--- src/rtl/div_ratio_ctrl.sv ---
// Purpose : glitch-free divide-ratio update; gates the divider on a falling edge, loads, settles.
// Latency : o_div_ratio updates 2 edges after a WAIT_LOW exit; enable low for 2+SETTLE_CYCLES cycles.
// Backpressure: o_cfg_ready is high only in IDLE; requests outside IDLE are dropped, not queued.
//
// Ports:
//   i_ref_clk, i_rst_n       : clock (rising edge) and async active-low reset
//   i_run                    : request for the divided clock
//   i_cfg_valid/i_cfg_ratio  : new-ratio request, taken when o_cfg_ready is high
//   o_cfg_ready              : high in IDLE
//   i_div_clk                : divider output clock fed back for falling-edge detection
//   o_div_ratio/o_clk_enable : registered controls to the divider
//   o_cfg_err/o_timeout      : one-cycle pulses (rejected ratio / forced reload)
module div_ratio_ctrl #(
  parameter logic [3:0]  DEFAULT_RATIO = 4'd2,
  parameter int unsigned SETTLE_CYCLES = 2,
  parameter int unsigned EDGE_TIMEOUT  = 32
) (
  input  logic       i_ref_clk,
  input  logic       i_rst_n,
  input  logic       i_run,
  input  logic       i_cfg_valid,
  input  logic [3:0] i_cfg_ratio,
  output logic       o_cfg_ready,
  input  logic       i_div_clk,
  output logic [3:0] o_div_ratio,
  output logic       o_clk_enable,
  output logic       o_cfg_err,
  output logic       o_timeout
);

  typedef enum logic [2:0] {IDLE, WAIT_LOW, GATE, LOAD, SETTLE} state_t;

  localparam logic [5:0] TMO_LAST    = 6'(EDGE_TIMEOUT - 1);
  localparam logic [3:0] SETTLE_LAST = 4'(SETTLE_CYCLES - 1);

  state_t     state, state_nxt;
  logic       div_clk_q;
  logic [5:0] wait_cnt;
  logic [3:0] settle_cnt;
  logic [3:0] pending;

  logic accept, ratio_bad, ratio_same, fall, tmo_hit, tmo_fire;

  assign o_cfg_ready = (state == IDLE);
  assign accept      = i_cfg_valid & o_cfg_ready;
  assign ratio_bad   = (i_cfg_ratio < 4'd2);
  assign ratio_same  = (i_cfg_ratio == o_div_ratio);
  assign fall        = div_clk_q & ~i_div_clk;
  // wait_cnt holds the number of WAIT_LOW cycles already completed, so this
  // fires on the EDGE_TIMEOUT-th cycle spent there.
  assign tmo_hit     = (wait_cnt == TMO_LAST);

  always_comb begin
    state_nxt = state;
    tmo_fire  = 1'b0;
    case (state)
      IDLE: begin
        if (accept && !ratio_bad && !ratio_same) state_nxt = WAIT_LOW;
      end
      WAIT_LOW: begin
        // A real falling edge wins over a coincident timeout; with the divider
        // already disabled there is no edge to wait for.
        if (fall || !o_clk_enable) begin
          state_nxt = GATE;
        end else if (tmo_hit) begin
          state_nxt = GATE;
          tmo_fire  = 1'b1;
        end
      end
      GATE:    state_nxt = LOAD;
      LOAD:    state_nxt = SETTLE;
      SETTLE: begin
        if (settle_cnt == SETTLE_LAST) state_nxt = IDLE;
      end
      default: state_nxt = IDLE;
    endcase
  end

  always_ff @(posedge i_ref_clk or negedge i_rst_n) begin
    if (!i_rst_n) begin
      state        <= IDLE;
      div_clk_q    <= 1'b0;
      wait_cnt     <= '0;
      settle_cnt   <= '0;
      pending      <= '0;
      o_div_ratio  <= DEFAULT_RATIO;
      o_clk_enable <= 1'b0;
      o_cfg_err    <= 1'b0;
      o_timeout    <= 1'b0;
    end else begin
      state        <= state_nxt;
      div_clk_q    <= i_div_clk;
      o_cfg_err    <= accept & ratio_bad;
      o_timeout    <= tmo_fire;
      o_clk_enable <= i_run & ((state_nxt == IDLE) || (state_nxt == WAIT_LOW));
      wait_cnt     <= ((state == WAIT_LOW) && (state_nxt == WAIT_LOW)) ? wait_cnt + 6'd1 : '0;
      settle_cnt   <= ((state == SETTLE) && (state_nxt == SETTLE)) ? settle_cnt + 4'd1 : '0;
      if ((state == IDLE) && (state_nxt == WAIT_LOW)) pending <= i_cfg_ratio;
      // Enable is already low during GATE, so the divider never sees a ratio
      // change while it is running.
      if (state == GATE) o_div_ratio <= pending;
    end
  end

endmodule

--- config.mk ---
export PLATFORM = sky130hd
export DESIGN_NAME = div_ratio_ctrl
export DESIGN_NICKNAME = d
export VERILOG_FILES = /design/src/rtl/div_ratio_ctrl.sv
export SDC_FILE = /design/constraint.sdc
export NUM_CORES = 1
export LEC_CHECK = 0
export BUFFER_PORTS_ARGS = -buffer_cell sky130_fd_sc_hd__buf_4
export CORE_MARGIN = 5
export CORE_UTILIZATION = 55
export DETAILED_ROUTE_END_ITERATION = 7
export GPL_ROUTABILITY_DRIVEN = 0
export PLACE_DENSITY = 0.84
export SLEW_MARGIN = 20
export SYNTH_ARGS = -nofsm -noshare
export SYNTH_HDL_FRONTEND = slang
export SYNTH_SLANG_ARGS = --single-unit
--- constraint.sdc ---
create_clock -name i_ref_clk -period 4.5 [get_ports i_ref_clk]
set_clock_uncertainty 0.1 [all_clocks]
set_input_delay 0.675 -clock i_ref_clk [delete_from_list [all_inputs] [get_ports i_ref_clk]]
set_output_delay 0.675 -clock i_ref_clk [all_outputs]
set_load 0.05 [all_outputs]
==> run metrics, run 1 <==
critical path's top delay family flip-flops; syn nets 100; Synth area leader dfrtp_1; status finished, final reports clean; worst rel slew slack 69.50%; dpl cells 131; die area 0.002977 mm²; Cells after Synth 88; via count 692; final hold vios 0; Post-CTS Setup Bufs 0; Crit path buffers/inverters 1; instance count on the critical path 2; max cap viols 0; Pre-antenna DRT Iters 4; Root Driver clkbuf_4; total core area 0.001922 mm²; Clock power frac 12.5%; hpwl dp 1372 µm; GRT Util Overall 14.82%; Layout Cells excl Fill 135; Worst Reg-to-Reg Cells 4; largest net degree at the start of global routing 26; Synth cell types 26; initial drt markers 2; most common cell after layout, fill and taps aside dfrtp_1; Filler cells 150; PortBufs 16; Clock Path Buffers 2; CP max-delay cell dfrtp_1; vias per inst 5.126; Total Nets Final 121; Sw Ratio 41.48%; setup violators final 0; VDD IR max 363.8 µV; number of global-route vias before repair 738; Post-Route WL 1717 µm; Flop pwr share 44.4%; Die H 54.57 µm; Hold Path Class input pin to asynchronous set/reset pin; Residual DRC 0; Synth-to-Final Area Change 16.61%; # diodes 0; maximum clock frequency 484.6 MHz; Final Cycle Share 45.85%; post-CTS sizing 0; Post-Syn Area 0.001092 mm²; hold buffers post-CTS 0; Tightest Pin Transition 0.4555 ns; Reg clk slew, reported paths 0.13 ns; DR WL/cell 12.72 µm; final core occ 66.28%; commonest cells after routing, fill and taps aside 24 x dfrtp_1, 16 x buf_4, 13 x nor2_1; leak pwr 0.5870 nW; Comb pwr share 43.1%; pre-CTS setup slack 2.474 ns; fin crit period 2.063 ns; Yosys warning count 0; Critical Path Max Stage Delay 0.46 ns; Max H-tree Level 1; Critical Path, Cell by Cell nor3_2 > buf_4; initial antenna violation count 0; die width 54.57 µm; Final WS setup 2.437 ns; CTS tree yes; Power Density 598.6 mW/mm²; Seq/Total Area, Yosys 57.39%; Initial Util 56.84%; fin. max-slew vios 0; critical path fanouts, max 5; design area 0.001274 mm²; standard-cell rows 16; crit path kind flop to primary output; Synth top area share 54.98%; CP Launch Type flop; total grt overflow 0; switching power 0.3163 mW; share of cells above drive strength 1 27.78%; CTS Sinks 25; worst skew pair latency 0.30 ns; Yosys reg bits 25; I/O pin total 17; top post-synthesis cells by area dfrtp_1 55%, xor2_1 5.6%, nor2_1 4.5%; first-pass GRT wire length 3056 µm; Syn Area/Cell 12.41 µm²; required time of the worst setup path 3.72 ns; RSZ-0062 raised after global routing false; DP Area 0.001246 mm²; Inserted Clock Buffers 3; Worst Setup End Kind primary output; ANT nets after route 0; Arr. time, crit path 1.29 ns; Pint 0.4461 mW; setup_tns 0 ns
-- stage by stage --
stage	power, mW	hold WS [ns]
floorplan	0.5811	0.2794
global placement	0.6687	0.3453
detailed placement	0.6775	0.3637
CTS	0.7751	0.1384
global route	0.8156	0.1410
finish	0.7624	0.1377
-- path summary, 6_finish.rpt --
| kind | to | slack (ns) | startpoint |
|---|---|---|---|
| setup / recovery | o_cfg_ready | 2.44 | state[2] |
| hold / removal | wait_cnt[3] | 0.14 | i_rst_n |
| setup reg to reg | pending[0] | 2.79 | o_div_ratio[1] |
| hold reg to reg | wait_cnt[0] | 0.37 | wait_cnt[0] |
| max in group asynchronous | o_div_ratio[1] | 3.88 | i_rst_n |
| min in group i_ref_clk | wait_cnt[0] | 0.37 | wait_cnt[0] |
-- cells in the mapped netlist --
cell type	number
and3_1	1
or3_1	1
dfstp_2	1
nand2b_1	1
nand3_1	5
nor4_4	1
nor3_2	1
and2_1	1
xor2_1	7
o311ai_0	1
inv_1	2
ha_1	3
nand2_1	5
nor4_1	1
a21oi_1	1
or2_1	1
xnor2_1	3
mux2_1	4
nor2_1	13
nor3_1	2
mux2_2	4
nand3b_1	1
nor3_4	1
nor3b_2	2
and4_1	1
dfrtp_1	24
-- sequential cells by signal (all words and copies together), names as in the netlist --
| register | count |
|---|---|
| div_clk_q | 1 |
| o_cfg_err | 1 |
| o_clk_enable | 1 |
| o_div_ratio | 4 |
| o_timeout | 1 |
| pending | 4 |
| settle_cnt | 4 |
| state | 3 |
| wait_cnt | 6 |
-- cells by family (layout without fill, tap and decap cells) --
kind of cell,Yosys count,in the layout,synth area share [%]
and+or+nand+nor,38,38,20.96
DFF,25,25,57.39
xor gates and xnor gates,10,10,8.019
muxes,8,8,8.247
adders and majority gates,3,3,3.437
AOI/OAI and AO/OA,2,2,1.260
buffers and inverters,2,22,0.6875
-- area by class of cell --
class | instances | area [µm²] | area share (%)
clock inverters | 1 | 5.005 | 0.3929
inverters | 2 | 7.507 | 0.5894
repair buffers | 16 | 120.1 | 9.430
flip-flops and latches | 25 | 626.9 | 49.21
clock buffers | 3 | 22.52 | 1.768
multi-input cells | 61 | 457.9 | 35.95
well taps | 27 | 33.78 | 2.652
-- power groups by stage --
stage	combinational [mW]	clock [mW]	sequential [mW]
final	0.329	0.0952	0.339
after global routing	0.358	0.108	0.349
after CTS	0.334	0.101	0.340
after detailed placement	0.333	0	0.344
after global placement	0.327	0	0.341
after floorplan	0.165	0	0.416
-- worst register-to-register path, cell delays in order, from the launching register on --
cell,delay (ns)
dfstp_2,0.57
xor2_1,0.23
nor4_4,0.08
nor3_4,0.26
mux2_1,0.36
-- per-layer routing --
| metal | vias to the layer above | wire length, µm | global-route usage [%] |
|---|---|---|---|
| met3 | 2 | 91 | 3.270 |
| met4 | 0 | 22 | 9.959 |
| met1 | 336 | 735 | 16.70 |
| li1 | 339 | - | - |
| met5 | - | 0 | 0 |
| met2 | 15 | 868 | 24.90 |
No activity file was read; power rests on OpenSTA's default activity.
==> inputs of run 2 (changes only) <==
--- a/config.mk
+++ b/config.mk
@@ -5,12 +5,13 @@
 export SDC_FILE = /design/constraint.sdc
 export NUM_CORES = 1
 export LEC_CHECK = 0
+export ABC_AREA = 1
 export BUFFER_PORTS_ARGS = -buffer_cell sky130_fd_sc_hd__buf_4
 export CORE_MARGIN = 5
-export CORE_UTILIZATION = 55
+export CORE_UTILIZATION = 54
 export DETAILED_ROUTE_END_ITERATION = 7
 export GPL_ROUTABILITY_DRIVEN = 0
-export PLACE_DENSITY = 0.84
+export PLACE_DENSITY = 0.82
 export SLEW_MARGIN = 20
 export SYNTH_ARGS = -nofsm -noshare
 export SYNTH_HDL_FRONTEND = slang
==> constraint.sdc (replaced) <==
create_clock -name i_ref_clk -period 2 [get_ports i_ref_clk]
set_clock_uncertainty 0.1 [all_clocks]
set_input_delay 0.3 -clock i_ref_clk [delete_from_list [all_inputs] [get_ports i_ref_clk]]
set_output_delay 0.3 -clock i_ref_clk [all_outputs]
set_load 0.05 [all_outputs]
==> run 2 against run 1 <==
Effect of this change:
- clock power increased by 130%
- first-iteration DRC count rose to 11 times the previous value
- routed wire length grew 8.3%
- core utilization is 1.3 points higher
- non-clock buffer count rose by 2
- cell count up 32%
- hold slack got worse by 0.079 ns
- global-route usage is 0.81 points lower
- cell area up 6.3%
- count of clock-buffer cells in the layout did not move
- combinational power increased by 130%
==> run metrics, run 2 <==
Critical Path Max Stage Delay 0.44 ns (was 0.46 ns); Post-Synth XOR/XNOR Area 3.040% (was 8.018%); Inserted Clock Buffers 3 (unchanged); Post-Route WL 1860 µm (was 1717 µm); setup violators final 0 (unchanged); met2 wire len 920 µm (was 868 µm); fin crit period 1.623 ns; Reg with most FFs wait_cnt (unchanged); ANT nets after route 0 (unchanged); max cap viols 0 (unchanged); Residual DRC 0 (unchanged); ys async rst share 100.0% (unchanged); commonest cells after routing, fill and taps aside 30 x nand2_1, 24 x nor2_1, 24 x dfrtp_1 (was 24 x dfrtp_1, 16 x buf_4, 13 x nor2_1); Synth cell types 20 (was 26); Final WS setup 0.3766 ns (was 2.437 ns); final hold vios 0 (unchanged); Synth area leader dfrtp_1 (unchanged); CP Launch Type flop (unchanged); setup_tns 0 ns (unchanged); Synth Area in Adders 3.257% (was 3.436%); Post-Syn Area 0.001152 mm² (was 0.001092 mm²); # diodes 0 (unchanged); Worst Reg-to-Reg Cells 6 (was 4); Pre-antenna DRT Iters 4 (unchanged); Initial Util 57.56% (was 56.84%); Critical Path, Cell by Cell inv_1 > nand2_2 > nor2_4 > buf_4 (was nor3_2 > buf_4); number of synthesized flops with an enable pin 0 (unchanged); Clock Path Buffers 2 (unchanged); crit path kind flop to primary output (unchanged); GRT Util Overall 14.02% (was 14.82%); ys flop type dfrtp_1 (unchanged); die area 0.003158 mm² (was 0.002977 mm²); vias per inst 4.904 (was 5.126); Max H-tree Level 1 (unchanged); dpl cells 172 (was 131); leak pwr 0.7113 nW (was 0.5870 nW); max reg flops 6 (unchanged); worst rel slew slack 78.28% (was 69.50%); VDD IR max 757.9 µV (was 363.8 µV); Yosys reg bits 25 (unchanged); design area 0.001354 mm² (was 0.001274 mm²); most frequent cell after synthesis nand2_1 (was dfrtp_1); Hold Path Class input pin to flop (was input pin to asynchronous set/reset pin); worst skew pair latency 0.31 ns (was 0.30 ns); share of cells above drive strength 1 21.85% (was 27.78%); most common cell after layout, fill and taps aside nand2_1 (was dfrtp_1); PortBufs 16 (unchanged); syn nets 141 (was 100); largest net degree at the start of global routing 26 (unchanged); main combinational cell family by area after synthesis simple AND/OR/NAND/NOR gates (unchanged); Filler cells 169 (was 150); DR WL/cell 10.45 µm (was 12.72 µm); Tightest Pin Transition 0.3233 ns (was 0.4555 ns); status finished, final reports clean (unchanged); hpwl dp 1392 µm (was 1372 µm); Post-CTS Setup Bufs 0 (unchanged); Final Cycle Share 81.17%; top post-synthesis cells by area dfrtp_1 52%, nand2_1 9.8%, nor2_1 7.8% (was dfrtp_1 55%, xor2_1 5.6%, nor2_1 4.5%); CP max-delay cell dfrtp_1 (unchanged); post-synthesis compound-gate area fraction 2.389% (was 1.260%); post-CTS sizing 0 (unchanged); via count 873 (was 692); worst hold path cell count 2; Cells after Synth 129 (was 88); CTS tree yes (unchanged); critical path fanouts, max 4 (was 5); Layout Cells excl Fill 178 (was 135); met1 wire length 825 µm (was 735 µm); pre-CTS setup slack 0.5849 ns (was 2.474 ns); highest routed layer met4 (unchanged); Die H 56.20 µm (was 54.57 µm); RSZ-0062 raised after global routing false (unchanged); Total Nets Final 164 (was 121); total core area 0.002002 mm² (was 0.001922 mm²); most common library cells after synthesis 30 x nand2_1, 24 x dfrtp_1, 24 x nor2_1 (was 24 x dfrtp_1, 13 x nor2_1, 7 x xor2_1); fin. max-slew vios 0 (unchanged); Root Driver clkbuf_4 (unchanged); standard-cell rows 16 (unchanged); Reg clk slew, reported paths 0.13 ns (about the same); die width 56.20 µm (was 54.57 µm); Arr. time, crit path 1.22 ns (was 1.29 ns); Synth top area share 52.12% (was 54.98%); final core occ 67.63% (was 66.28%); met3 wire length 84 µm (was 91 µm); DP Area 0.001306 mm² (was 0.001246 mm²); Seq/Total Area, Yosys 54.40% (was 57.39%); Syn Area/Cell 8.933 µm² (was 12.41 µm²); initial drt markers 22 (was 2); Synth-to-Final Area Change 17.48% (was 16.61%); Yosys warning count 0 (unchanged); initial antenna violation count 0 (unchanged); maximum clock frequency 616.0 MHz; simple-gate share of the synthesized area 30.40% (was 20.96%); required time of the worst setup path 1.60 ns (was 3.72 ns); total grt overflow 0 (unchanged); CTS Sinks 25 (unchanged); first-pass GRT wire length 3560 µm (was 3056 µm); I/O pin total 17 (unchanged); Power Density 1263 mW/mm² (was 598.6 mW/mm²); number of global-route vias before repair 897 (was 738); mux share of post-synthesis cell area 0.9772% (was 8.247%); Worst Setup End Kind primary output (unchanged)
## run 2: cell types whose count changed after synthesis, sizes merged, moves of 2 or more
cell | before | now
nand3 | 5 | 10
inv | 2 | 17
a21oi | 1 | 4
xor2 | 7 | 3
mux2 | 8 | 1
nand2 | 5 | 33
nor2 | 13 | 26
nor3 | 4 | 2
xnor2 | 3 | 1
## run 2: power by group
group / leakage [nW] / internal [mW] / switching, mW / total, mW
logic: 0.368 / 0.243 / 0.517 / 0.760
registers: 0.326 / 0.638 / 0.0926 / 0.731
clock network: 0.0177 / 0.0748 / 0.144 / 0.219
total: 0.711 / 0.956 / 0.754 / 1.71
## run 2: cell families (layout without fill, tap and decap cells)
| group | count (synthesis) | after routing |
|---|---|---|
| buffers and inverters | 17 | 39 |
| AOI/OAI and AO/OA | 5 | 5 |
| DFF | 25 | 25 |
| and+or+nand+nor | 74 | 74 |
| xor gates and xnor gates | 4 | 4 |
| adders and majority gates | 3 | 3 |
| muxes | 1 | 1 |
## run 2: path summary, 6_finish.rpt
kind | slack (ns) | to | start
setup / recovery | 0.38 | o_cfg_ready | state[1]
hold / removal | 0.06 | o_cfg_err | i_cfg_ratio[3]
setup reg to reg | 0.58 | wait_cnt[2] | wait_cnt[0]
hold reg to reg | 0.37 | wait_cnt[0] | wait_cnt[0]
max in group asynchronous | 1.21 | o_div_ratio[1] | i_rst_n
min in group asynchronous | 0.30 | div_clk_q | i_rst_n
## run 2: timing repair
action                     4_1_cts  5_1_grt
hold buffers                     2        0
setup endpoints to repair        0        0
hold endpoints to repair        25        0
## run 2: stage by stage
step	power [mW]	hold WS (ns)
detailed placement	1.507	0.1168
finish	1.710	0.05882
global placement	1.487	0.1151
global route	1.848	0.06299
floorplan	1.294	-0.09559
CTS	1.731	0.04609
## run 2: routing by layer
metal	vias up	global-route usage (%)
met5	-	0
met3	4	3.944
li1	442	-
met1	409	15.86
met4	0	5.085
met2	18	24.87
## run 2: area by class of cell
class	count	area, µm²	share of cell area, %
Clock buffer	3	22.52	1.664
Clock inverter	1	5.005	0.3697
Inverter	17	63.81	4.713
Multi-Input combinational cell	87	461.7	34.10
Sequential cell	25	626.9	46.30
Tap cell	27	33.78	2.495
Timing Repair Buffer	18	140.1	10.35
## run 2: worst max-delay path: cells and delay by family, from the launching register on
family        cells  cell delay, ns
simple gates      2            0.18
flops             1            0.44
buf+inv           2            0.29
==> inputs of run 3 (changes only) <==
--- a/config.mk
+++ b/config.mk
@@ -8,10 +8,10 @@
 export ABC_AREA = 1
 export BUFFER_PORTS_ARGS = -buffer_cell sky130_fd_sc_hd__buf_4
 export CORE_MARGIN = 5
-export CORE_UTILIZATION = 54
+export CORE_UTILIZATION = 49
 export DETAILED_ROUTE_END_ITERATION = 7
 export GPL_ROUTABILITY_DRIVEN = 0
-export PLACE_DENSITY = 0.82
+export PLACE_DENSITY = 0.79
 export SLEW_MARGIN = 20
 export SYNTH_ARGS = -nofsm -noshare
 export SYNTH_HDL_FRONTEND = slang
==> constraint.sdc (replaced) <==
create_clock -name i_ref_clk -period 1.3 [get_ports i_ref_clk]
set_clock_uncertainty 0.1 [all_clocks]
set_input_delay 0.195 -clock i_ref_clk [delete_from_list [all_inputs] [get_ports i_ref_clk]]
set_output_delay 0.195 -clock i_ref_clk [all_outputs]
set_load 0.05 [all_outputs]
==> run 3 against run 2 <==
Effect of this change:
- the flow now finishes with violations (negative setup slack)
- sequential share of layout area fell by 6.4 points
- via count rose by 12%
- count of clock-buffer cells in the layout did not move
- worst setup slack got worse by 0.54 ns
- routed wire length rose by 35%
- critical path type unchanged
- largest power group unchanged
==> run metrics, run 3 (synthesized netlist as in run 2, its figures left out) <==
status complete, but fails checks (was finished, final reports clean); failing checks negative setup slack; max cap viols 0 (unchanged); RSZ-0062 raised after global routing true (was false); Post-Route WL 2519 µm (was 1860 µm); Pre-antenna DRT Iters 4 (unchanged); CTS tree yes (unchanged); initial drt markers 20 (was 22); setup violators final 11 (was 0); commonest cells after routing, fill and taps aside 24 x nand2_1, 23 x dfrtp_1, 22 x nor2_1 (was 30 x nand2_1, 24 x nor2_1, 24 x dfrtp_1); maximum clock frequency 682.7 MHz; final hold vios 0 (unchanged); met1 GRT Util 18.96% (was 15.86%); die area 0.003422 mm² (was 0.003158 mm²); CTS Sinks 25 (unchanged); share of cells above drive strength 1 34.34% (was 21.85%); met3 Track Usage GR 3.289% (was 3.944%); # diodes 0 (unchanged); required time of the worst setup path 1.00 ns (was 1.60 ns); initial antenna violation count 0 (unchanged); worst rel slew slack 73.92% (was 78.28%); Root Driver clkbuf_4 (unchanged); fin crit period 1.465 ns; Synth-to-Final Area Change 36.70% (was 17.48%); Inserted Clock Buffers 3 (unchanged); Reg clk slew, reported paths 0.13 ns (about the same); Max H-tree Level 1 (unchanged); most common cell after layout, fill and taps aside nand2_1 (unchanged); Final Cycle Share 112.7%; Hold Path Class input pin to flop (unchanged); Tot Pwr 3.126 mW (was 1.710 mW); global routing's busiest layer met2 (unchanged); Residual DRC 0 (unchanged); grt met2 use 29.82% (was 24.87%); standard-cell rows 17 (was 16); vias per inst 5.046 (was 4.904); CP Launch Type flop (unchanged); leak pwr 0.8095 nW (was 0.7113 nW); Die H 58.50 µm (was 56.20 µm); Clock Path Buffers 2 (unchanged); max reg flops 6 (unchanged); I/O pin total 17 (unchanged); number of global-route vias before repair 1067 (was 897); setup_tns -1.027 ns (was 0 ns); ANT nets after route 0 (unchanged); hpwl dp 1777 µm (was 1392 µm); Power Density 1984 mW/mm² (was 1263 mW/mm²); DR WL/cell 12.98 µm (was 10.45 µm); Tightest Pin Transition 0.3904 ns (was 0.3233 ns); VDD IR max 1537 µV (was 757.9 µV); Initial Util 51.60% (was 57.56%); GRT Util Overall 16.67% (was 14.02%); die width 58.50 µm (was 56.20 µm); crit path kind flop to primary output (unchanged); total grt overflow 0 (unchanged); Reg with most FFs wait_cnt (unchanged); PortBufs 16 (unchanged); pre-CTS setup slack -0.07480 ns (was 0.5849 ns); critical path fanouts, max 3 (was 4); Worst Setup End Kind primary output (unchanged); Arr. time, crit path 1.17 ns (was 1.22 ns); largest net degree at the start of global routing 26 (unchanged); first-pass GRT wire length 4402 µm (was 3560 µm); via count 979 (was 873); worst skew pair latency 0.31 ns (about the same); total core area 0.002233 mm² (was 0.002002 mm²); fin. max-slew vios 0 (unchanged); Final WS setup -0.1647 ns (was 0.3766 ns); Total Nets Final 179 (was 164)
==> run 3: changes by cell type in the layout (fill, tap and decap cells not counted), moves of 3 or more <==
cell,before,now
nand2_2,3,6
nand2_1,30,24
dlygate4sd3_1,2,6
buf_4,16,21
buf_6,0,4
nand2_4,0,3
==> run 3: per-layer routing <==
metal | vias up | part of all wire (%) | routed length (µm)
met5 | - | 0 | 0
met4 | 0 | 4.0 | 100
met3 | 10 | 5.1 | 128
met2 | 34 | 51 | 1275
met1 | 460 | 40 | 1015
li1 | 475 | - | -
==> run 3: final cells by class <==
cell class	count	area, µm²
well taps	28	35.03
inverters	17	63.81
clock buffers	3	22.52
fillers	155	658.1
clock inverters	1	5.005
repair buffers	33	292.8
multi-input cells	87	528.0
flip-flops and latches	25	628.1
==> run 3: timing repair <==
item	4_1_cts	5_1_grt
pin swaps	7	4
setup buffers	3	2
endpoints found under the hold margin	28	0
setup endpoints to repair	14	16
resized for setup	15	12
hold buffers	6	0
==> run 3: worst paths after layout <==
kind,end,cells past startpoint,slack [ns],start
max in group asynchronous,o_div_ratio[1],2,0.61,i_rst_n
hold reg to reg,pending[3],2,0.40,pending[3]
setup reg to reg,pending[2],9,-0.14,state[0]
setup / recovery,o_cfg_ready,4,-0.16,state[0]
hold / removal,pending[0],3,0.04,i_cfg_ratio[0]
min in group asynchronous,div_clk_q,2,0.20,i_rst_n
==> run 3: where the power goes <==
| part | leakage, nW | internal [mW] | switching [mW] |
|---|---|---|---|
| Sequential | 0.324 | 0.986 | 0.165 |
| Combinational | 0.468 | 0.663 | 0.973 |
| Clock | 0.0177 | 0.115 | 0.224 |
| Total | 0.810 | 1.76 | 1.36 |
==> run 3: metrics by stage <==
step	std cells	utilization, %	hold WS (ns)	area [µm²]
2_1_floorplan	129	-	-0.2006	1154
3_3_place_gp	179	60.62	0.01152	1354
3_5_place_dp	179	60.62	0.01509	1354
4_1_cts	192	67.84	0.03079	1515
5_1_grt	194	70.53	0.04349	1575
6_report	194	70.53	0.04041	1575
==> run 3: critical path, cell delays in order, from the launching register on <==
cell and delay, ns:
dfrtp_1 0.42, inv_2 0.10, nand2_4 0.06, nor2_4 0.12, buf_8 0.16
